File: src/rtl/bus17_pkg.sv
// ----------------------------------------------------------------------------
// bus17_pkg
// Shared definitions for the 17-bit tristate bus arbiter.
//   BUS_W       : width of the shared tristate data bus.
//   arb_state_t : arbiter bus-ownership state.
//                 IDLE  = nobody drives the bus
//                 DRIVE = exactly one enable is high
//                 TURN  = one dead cycle between owners
// ----------------------------------------------------------------------------
package bus17_pkg;

    localparam int BUS_W = 17;

    typedef enum logic [1:0] {
        IDLE  = 2'd0,
        DRIVE = 2'd1,
        TURN  = 2'd2
    } arb_state_t;

endpackage

File: src/rtl/tristate_bus_arbiter17_if.sv
// ----------------------------------------------------------------------------
// tristate_bus_arbiter17_if
// Request/enable bundle between the arbiter and the requester bank.
//   req      : per-requester bus request, level-sensitive
//   enable   : one-hot or zero; bit i enables requester i's trstate17 buffer
//   owner    : index of the current driver, meaningful while bus_busy=1
//   bus_busy : high while some enable bit is set
// Modports:
//   master : arbiter side (samples req, drives enable/owner/bus_busy)
//   slave  : requester side (drives req, observes the grant)
// ----------------------------------------------------------------------------
interface tristate_bus_arbiter17_if #(
    parameter int NREQ = 4
);

    localparam int IW = $clog2(NREQ);

    logic [NREQ-1:0] req;
    logic [NREQ-1:0] enable;
    logic [IW-1:0]   owner;
    logic            bus_busy;

    modport master (
        input  req,
        output enable,
        output owner,
        output bus_busy
    );

    modport slave (
        output req,
        input  enable,
        input  owner,
        input  bus_busy
    );

endinterface

File: src/rtl/tristate_bus_arbiter17_rr_pick.sv
// ----------------------------------------------------------------------------
// rr_pick
// Combinational rotating-priority picker.
//   req   : request vector
//   last  : most recently granted index; the search starts at last+1
//   found : some request bit is set
//   idx   : first set request at or after last+1 (mod NREQ)
// The index in 'last' is visited last, so a previous owner is still eligible
// but only when no other requester is asking.
// ----------------------------------------------------------------------------
module rr_pick #(
    parameter int NREQ = 4
) (
    input  logic [NREQ-1:0]         req,
    input  logic [$clog2(NREQ)-1:0] last,
    output logic                    found,
    output logic [$clog2(NREQ)-1:0] idx
);

    localparam int IW = $clog2(NREQ);

    always_comb begin
        found = 1'b0;
        idx   = '0;
        // Walk offsets 1..NREQ from 'last'; the first hit wins.
        for (int k = 1; k <= NREQ; k++) begin
            if (!found && req[(int'(last) + k) % NREQ]) begin
                found = 1'b1;
                idx   = IW'((int'(last) + k) % NREQ);
            end
        end
    end

endmodule

File: src/rtl/tristate_bus_arbiter17.sv
// ----------------------------------------------------------------------------
// tristate_bus_arbiter17
// Round-robin owner selection for one shared 17-bit tristate bus. Produces the
// enable of every requester's trstate17 buffer, guaranteeing at most one
// driver and at least one undriven turnaround cycle between any two grants
// (including a re-grant to the same requester).
//
// Parameters:
//   NREQ     : number of requesters, 2..8
//   MAX_HOLD : max consecutive DRIVE cycles while others wait (timeout build)
// Ports:
//   clk   : rising-edge clock
//   rst_n : asynchronous active-low reset
//   bus   : tristate_bus_arbiter17_if.master (req in; enable/owner/bus_busy out)
//
// Build option:
//   ARB_TIMEOUT_EN : when defined, a hold counter forces the owner off the bus
//                    after MAX_HOLD DRIVE cycles if another requester is
//                    waiting. When undefined, an owner keeps the bus until it
//                    drops req and MAX_HOLD only takes part in the range check.
//
// All outputs come straight from flops; req has no combinational path to them.
// ----------------------------------------------------------------------------
module tristate_bus_arbiter17
    import bus17_pkg::*;
#(
    parameter int NREQ     = 4,
    parameter int MAX_HOLD = 8
) (
    input  logic                        clk,
    input  logic                        rst_n,
    tristate_bus_arbiter17_if.master    bus
);

    localparam int              IW  = $clog2(NREQ);
    localparam logic [NREQ-1:0] ONE = NREQ'(1);

    // Elaboration-time parameter range check.
    if (NREQ < 2 || NREQ > 8) begin : g_bad_nreq
        $error("tristate_bus_arbiter17: NREQ must be within 2..8");
    end
    if (MAX_HOLD < 1) begin : g_bad_hold
        $error("tristate_bus_arbiter17: MAX_HOLD must be at least 1");
    end

    arb_state_t      state_q,    state_d;
    logic [NREQ-1:0] enable_q,   enable_d;
    logic [IW-1:0]   owner_q,    owner_d;
    logic [IW-1:0]   last_q,     last_d;
    logic            bus_busy_q, bus_busy_d;

    logic            pick_found;
    logic [IW-1:0]   pick_idx;
    logic            preempt;

    rr_pick #(
        .NREQ (NREQ)
    ) u_pick (
        .req   (bus.req),
        .last  (last_q),
        .found (pick_found),
        .idx   (pick_idx)
    );

`ifdef ARB_TIMEOUT_EN
    // Counter width holds MAX_HOLD-1 even when MAX_HOLD=1.
    localparam int            HW        = $clog2(MAX_HOLD + 1);
    localparam logic [HW-1:0] HOLD_LAST = HW'(MAX_HOLD - 1);

    logic [HW-1:0] hold_cnt_q, hold_cnt_d;
    logic          others_req;

    // Anyone other than the current owner asking for the bus.
    assign others_req = |(bus.req & ~(ONE << owner_q));
    assign preempt    = (state_q == DRIVE) && (hold_cnt_q == HOLD_LAST)
                        && others_req;

    // Held at zero outside DRIVE so the first DRIVE cycle sees 0; counts each
    // DRIVE cycle and sticks at MAX_HOLD-1 so a lone owner is never wrapped.
    always_comb begin
        hold_cnt_d = hold_cnt_q;
        if (state_q != DRIVE) begin
            hold_cnt_d = '0;
        end else if (hold_cnt_q != HOLD_LAST) begin
            hold_cnt_d = hold_cnt_q + HW'(1);
        end
    end

    always_ff @(posedge clk or negedge rst_n) begin
        if (!rst_n) begin
            hold_cnt_q <= '0;
        end else begin
            hold_cnt_q <= hold_cnt_d;
        end
    end
`else
    assign preempt = 1'b0;
`endif

    // Next-state and registered-output logic. Leaving DRIVE always goes via
    // TURN with every enable low, so a release and a new grant can never land
    // on the same edge.
    always_comb begin
        state_d    = state_q;
        enable_d   = enable_q;
        owner_d    = owner_q;
        last_d     = last_q;
        bus_busy_d = bus_busy_q;

        case (state_q)
            IDLE, TURN: begin
                if (pick_found) begin
                    state_d    = DRIVE;
                    enable_d   = ONE << pick_idx;
                    owner_d    = pick_idx;
                    last_d     = pick_idx;
                    bus_busy_d = 1'b1;
                end else begin
                    state_d    = IDLE;
                    enable_d   = '0;
                    bus_busy_d = 1'b0;
                end
            end

            DRIVE: begin
                // Non-owner requests are not looked at here; they wait for
                // the pick made from TURN.
                if (!bus.req[owner_q] || preempt) begin
                    state_d    = TURN;
                    enable_d   = '0;
                    bus_busy_d = 1'b0;
                end
            end

            default: begin
                state_d    = IDLE;
                enable_d   = '0;
                bus_busy_d = 1'b0;
            end
        endcase
    end

    // Asynchronous reset drops every enable at once so the bus floats in the
    // same cycle. last resets to NREQ-1 so index 0 is searched first.
    always_ff @(posedge clk or negedge rst_n) begin
        if (!rst_n) begin
            state_q    <= IDLE;
            enable_q   <= '0;
            owner_q    <= '0;
            last_q     <= IW'(NREQ - 1);
            bus_busy_q <= 1'b0;
        end else begin
            state_q    <= state_d;
            enable_q   <= enable_d;
            owner_q    <= owner_d;
            last_q     <= last_d;
            bus_busy_q <= bus_busy_d;
        end
    end

    assign bus.enable   = enable_q;
    assign bus.owner    = owner_q;
    assign bus.bus_busy = bus_busy_q;

endmodule
File: src/flat_wrapper.sv
// flat-port wrapper written by rule: the top's interface ports become plain ports
module tristate_bus_arbiter17_flat import bus17_pkg::*;
#(
    parameter int NREQ     = 4,
    parameter int MAX_HOLD = 8
)
  (clk, rst_n, bus_req, bus_enable, bus_owner, bus_bus_busy);
  tristate_bus_arbiter17_if #(.NREQ(NREQ)) bus_i ();
  input  logic clk;
  input  logic rst_n;
  input wire logic [$bits(bus_i.req)-1:0] bus_req;
  output wire logic [$bits(bus_i.enable)-1:0] bus_enable;
  output wire logic [$bits(bus_i.owner)-1:0] bus_owner;
  output wire logic [$bits(bus_i.bus_busy)-1:0] bus_bus_busy;
  assign bus_i.req = bus_req;
  assign bus_enable = bus_i.enable;
  assign bus_owner = bus_i.owner;
  assign bus_bus_busy = bus_i.bus_busy;
  tristate_bus_arbiter17 #(.NREQ(NREQ), .MAX_HOLD(MAX_HOLD)) u_core (.clk(clk), .rst_n(rst_n), .bus(bus_i));
endmodule
File: config.mk
export PLATFORM = sky130hd
export DESIGN_NAME = tristate_bus_arbiter17_flat
export DESIGN_NICKNAME = d
export VERILOG_FILES = /design/src/rtl/bus17_pkg.sv /design/src/rtl/tristate_bus_arbiter17_if.sv /design/src/rtl/tristate_bus_arbiter17_rr_pick.sv /design/src/rtl/tristate_bus_arbiter17.sv /design/src/flat_wrapper.sv
export SDC_FILE = /design/constraint.sdc
export NUM_CORES = 1
export LEC_CHECK = 0
export CAP_MARGIN = 20
export CORE_AREA = 2 2 39 41
export DETAILED_ROUTE_END_ITERATION = 10
export DIE_AREA = 0 0 41 43
export PLACE_DENSITY = 0.75
export RECOVER_POWER = 25
export SLEW_MARGIN = 20
export SYNTH_ARGS = -nofsm -noshare
export SYNTH_HDL_FRONTEND = slang
export SYNTH_SLANG_ARGS = --single-unit
File: constraint.sdc
create_clock -name clk -period 1.3 [get_ports clk]
set_input_delay 0.325 -clock clk [delete_from_list [all_inputs] [get_ports clk]]
set_output_delay 0.325 -clock clk [all_outputs]
set_load 0.02 [all_outputs]
Word-level counts from Yosys, hierarchy flattened
Cells that the tools add are included.
{"block": "op_classes", "reduce_logical": 13, "eq_ne": 3, "magnitude_cmp": 5, "n_mux": 31, "bitwise_logic": 4, "n_addsub": 4, "shifts": 1}
{"operator": "3-bit by 4-bit less-than comparator with 1-bit output (second input constant)", "n": 4}
{"operator": "1-bit 2-to-1 mux", "n": 16}
{"operator": "1-bit binary-select mux with 2-bit select", "n": 5}
{"operator": "2-bit 2-to-1 mux", "n": 5}
{"operator": "2-bit OR reduction", "n": 5}
{"operator": "4-bit 2-to-1 mux", "n": 2}
{"operator": "4-bit case mux with 2 select lines", "n": 1}
{"operator": "2-bit by 1-bit adder with 2-bit output (second input constant)", "n": 2}
{"operator": "2-bit adder (second input constant)", "n": 2}
{"operator": "1-bit bitwise AND (first input constant)", "n": 4}
{"operator": "2-bit case mux with 2 select lines", "n": 1}
{"operator": "1-bit by 2-bit left shift with 4-bit output (first input constant)", "n": 1}
{"operator": "1-bit logical AND", "n": 3}
{"operator": "1-bit zero test", "n": 3}
{"operator": "2-bit by 3-bit less-than comparator with 1-bit output (second input constant)", "n": 1}
{"operator": "2-bit by 1-bit == test with 1-bit output (second input constant)", "n": 1}
{"operator": "2-bit == test (second input constant)", "n": 1}
{"operator": "2-bit zero test", "n": 1}
{"operator": "2-bit != test (second input constant)", "n": 1}
{"operator": "1-bit case mux with 2 select lines", "n": 1}
{"operator": "2-bit AND reduction", "n": 1}
{"block": "totals", "input_bits": 6, "register_bits": 11}

Longest topological paths before layout
{"block": "depth", "ltp_word": 19, "mapped_depth": 4, "depth_no_buf": 4}

By module
From an unflattened synthesis, not the netlist that was laid out.
{"block": "hier_totals", "hier_cells": 49, "area_unflattened_um2": 513.0}
{"mod": "tristate_bus_arbiter17", "cells_each": 35, "area_per_inst_um2": 421.7, "seq_area_each_um2": 252.7, "n_inst": 1}
{"mod": "rr_pick", "cells_each": 14, "area_per_inst_um2": 91.3, "seq_area_each_um2": 0.0, "n_inst": 1}

Worst setup path before layout
Ideal clock, no wire load.
{"block": "synth_timing", "path_type": "flip-flop to flip-flop", "start": "register u_core.owner_q[0], in the netlist u_core.bus.owner[0]", "end": "register u_core.bus_busy_q, in the netlist u_core.bus.bus_busy", "path_slack_ns": -0.250, "n_path_buf": 0, "path_stages_with_launch": 4, "arrival_time_ns": 1.426, "setup_ns": 0.124, "path_cell_list": "dfrtp_1 -> mux4_2 -> and3b_4 -> or2_1"}
{"block": "synth_via", "elab_chain_cells": 3}
{"item": "from (decl)", "line_no": "tristate_bus_arbiter17.sv:48", "text": "logic [IW-1:0] owner_q, owner_d;"}
{"item": "from (signal assigned)", "line_no": "tristate_bus_arbiter17.sv:155", "text": "owner_q <= owner_d;"}
{"item": "1-bit binary-select mux with 2-bit select", "line_no": "tristate_bus_arbiter17.sv:128", "text": "if (!bus.req[owner_q] || preempt) begin"}
{"item": "1-bit 2-to-1 mux (implied by the code)", "line_no": "tristate_bus_arbiter17.sv:128"}
{"item": "2-bit != test (no line)"}
{"item": "to (signal assigned)", "line_no": "tristate_bus_arbiter17.sv:157", "text": "bus_busy_q <= bus_busy_d;"}
{"item": "to (decl)", "line_no": "tristate_bus_arbiter17.sv:50", "text": "logic bus_busy_q, bus_busy_d;"}
Every way passes these cells. The select of a mux whose other input is x is not followed.
A chain may end at the register's enable or synchronous reset.

Worst setup path in the final report
Same ends and word-level chain as after synthesis.

==> flow_summary.yaml <==
status:
  outcome: "finished, violations left"
  violations: "setup timing"
clock_tree:
  clock_sinks: 10
  h-tree-depth: 1
  path_clk_slew_ps: 80
  root_buffer: "clkbuf_4"
  clockBufferDepth: 2
  numCtsBuffers: 3
  cts_tree: "done"
  hold_buffers: 0
  clkLatencyLatePin_ps: 270
sta:
  setup_viol: 8
  drv_slew: 0
  worst_pin_slew_ps: 453
  worst_clock_skew_ps: 4.52
  period_share_pct: 110
  rsz0062_at_grt: "yes"
  fmax_mhz: 700
  fin_crit_ps: 1430
  holdWs_ps: 433
  setup_ws_ps: -129
  hold_viol: 0
  slew_headroom_pct: 69.7
detailed_routing:
  routed_wl_um: 1300
  routed_via_density: 5.02
  routedWlPerCell_um: 14.8
  final_antenna_net_count: 0
  drcViolationCount: 0
  vias: 442
  dr.pass1.iters: 3
  drt-initial-drc-count: 7
worst_setup_path:
  crit_chain: "mux4_2 -> and3b_4 -> or2_1"
  crit_fanout: 5
  crit_required_ps: 1460
  worstSetupPathType: "reg2reg"
  critPathSlowestCell: "mux4_2"
  max_stage_delay_ps: 510
  cp-start-kind: "register"
  crit_buf_inv: 0
  crit_arrival_ps: 1590
  cp_top_family: "multiplexers"
  critPathCaptureType: "register"
pwr:
  vdd_drop_max_uv: 1120
  finalPower_w: 0.00190
  powerDensity_nw_per_um2: 2460
  leakage_nw: 0.349
floorplanning:
  die-area_sq_um: 1760
  io_pins: 13
  initial_core_util_pct: 35.5
  die_y_um: 43
  core_area_sq_um: 1380
  die_x_um: 41
  fp-row-count: 14
placement:
  hpwl_um: 866
  gp_congestion: 0.736
  numPortBuffers: 12
final_layout:
  final_common_cell: "buf_4"
  diodes: 0
  num-fill-cells: 124
  drive_above_1_share_pct: 47.2
  mostFrequentLayoutCells: "buf_4 (10), dfrtp_1 (7), o21ai_2 (5)"
  fin_nets: 79
  syn_to_final_growth_pct: 57.0
logic_synthesis:
  ys.flop_type: "dfrtp_1"
  post-synth-top-area-fraction_pct: 40.7
  synth_area_leaders: "dfrtp_1 (41%), dfstp_2 (11%), o21ai_1 (5.1%)"
  syn-num-nets: 52
  yosysWarnings: 0
  postSynthCellCount: 46
  synth.distinct_cells: 22
  synth_seq_area_share_pct: 51.4
  synthArstFlopShare_pct: 100
  synth_top_cell_by_area: "dfrtp_1"
  netlist_area_sq_um: 492
  ys_seq_elements: 10
  synth_edf_count: 0
  syn_avg_cell_area_sq_um: 10.7
min_path:
  hold_class: "in2async"
global_routing:
  grt_pass1_vias: 451
  grt_pass1_wl_um: 1960
  grt_max_degree: 11
  grt_use_total_pct: 16.7
  grt_antenna_before_repair: 0
  grt-ovfl-total: 0
run:
  max-cap-violations: 0
## cell type report
cell class | count | area, sq um | share of cell area [%]
sequential | 10 | 254 | 32.9
inverter | 2 | 7.51 | 0.972
clock buffer | 4 | 36.3 | 4.70
tap | 16 | 20.0 | 2.59
timing repair buffer | 22 | 181 | 23.5
multi-input combinational | 34 | 273 | 35.3
## logic make-up (layout without fill, tap and decap cells)
family	after synthesis	in the layout	share of synthesized area, %
AOI/OAI and AO/OA	16	16	22.6
and+or+nand+nor	17	17	19.8
muxes	1	1	4.58
DFF	10	10	51.4
buffers and inverters	2	28	1.53
## metal layers
metal	track usage [%]	vias up	wire length, um
met5	0	-	0
met4	8.00	0	0
met3	3.66	0	60
met2	26.3	10	726
met1	20.4	217	516
li1	-	215	-
## Yosys cell counts, drive strengths merged (2+ instances only)
cell and count:
nor2 5, dfrtp 8, a21oi 3, nand2 4, inv 2, nand2b 2
o21ai 9, dfstp 2
## what timing repair did
action                     4_1_cts  5_1_grt
buffers inserted                 1        1
resized for setup               22       14
setup endpoints to repair       17       15
cloned                           0        0
pin swaps                        4        2
## metrics by stage
| step | util (%) | worst slack [ps] | setup TNS [ps] | area [sq um] | std cells |
|---|---|---|---|---|---|
| final | 55.8 | -129 | -495 | 772 | 88 |
| after global placement | 50.1 | -545 | -4510 | 693 | 82 |
| after floorplan | - | -165 | -526 | 493 | 46 |
| after global routing | 55.8 | -172 | -811 | 772 | 88 |
| after CTS | 53.8 | -131 | -370 | 744 | 87 |
| after detailed placement | 50.1 | -581 | -4630 | 693 | 82 |
## report_power, final
part	internal (W)	switching, W	leakage (nW)
combinational	0.000518	0.000487	0.206
clock	0.000170	0.000120	0.0210
sequential	0.000485	0.000122	0.122
total	0.00117	0.000730	0.349
## path summary, 6_finish.rpt
check	end	slack, ps	cells after the start	startpoint
max in group asynchronous	u_core.bus.owner[0]$_DFFE_PN0P_	530	1	rst_n
setup reg to reg	u_core.bus.bus_busy$_DFFE_PN0P_	-130	3	u_core.bus.owner[0]$_DFFE_PN0P_
hold / removal	u_core.bus.bus_busy$_DFFE_PN0P_	430	1	rst_n
min in group clk	u_core.state_q[1]$_DFFE_PN0P_	440	1	u_core.state_q[1]$_DFFE_PN0P_
setup / recovery	u_core.bus.bus_busy$_DFFE_PN0P_	-130	3	u_core.bus.owner[0]$_DFFE_PN0P_
hold reg to reg	u_core.state_q[1]$_DFFE_PN0P_	440	1	u_core.state_q[1]$_DFFE_PN0P_
## state kept, by name, indices dropped and copies added, names as in the netlist
name,cells
u_core.bus.enable,4
u_core.last_q,2
u_core.bus.owner,2
u_core.state_q,1
u_core.bus.bus_busy,1
(Power assumes the default switching activity.)
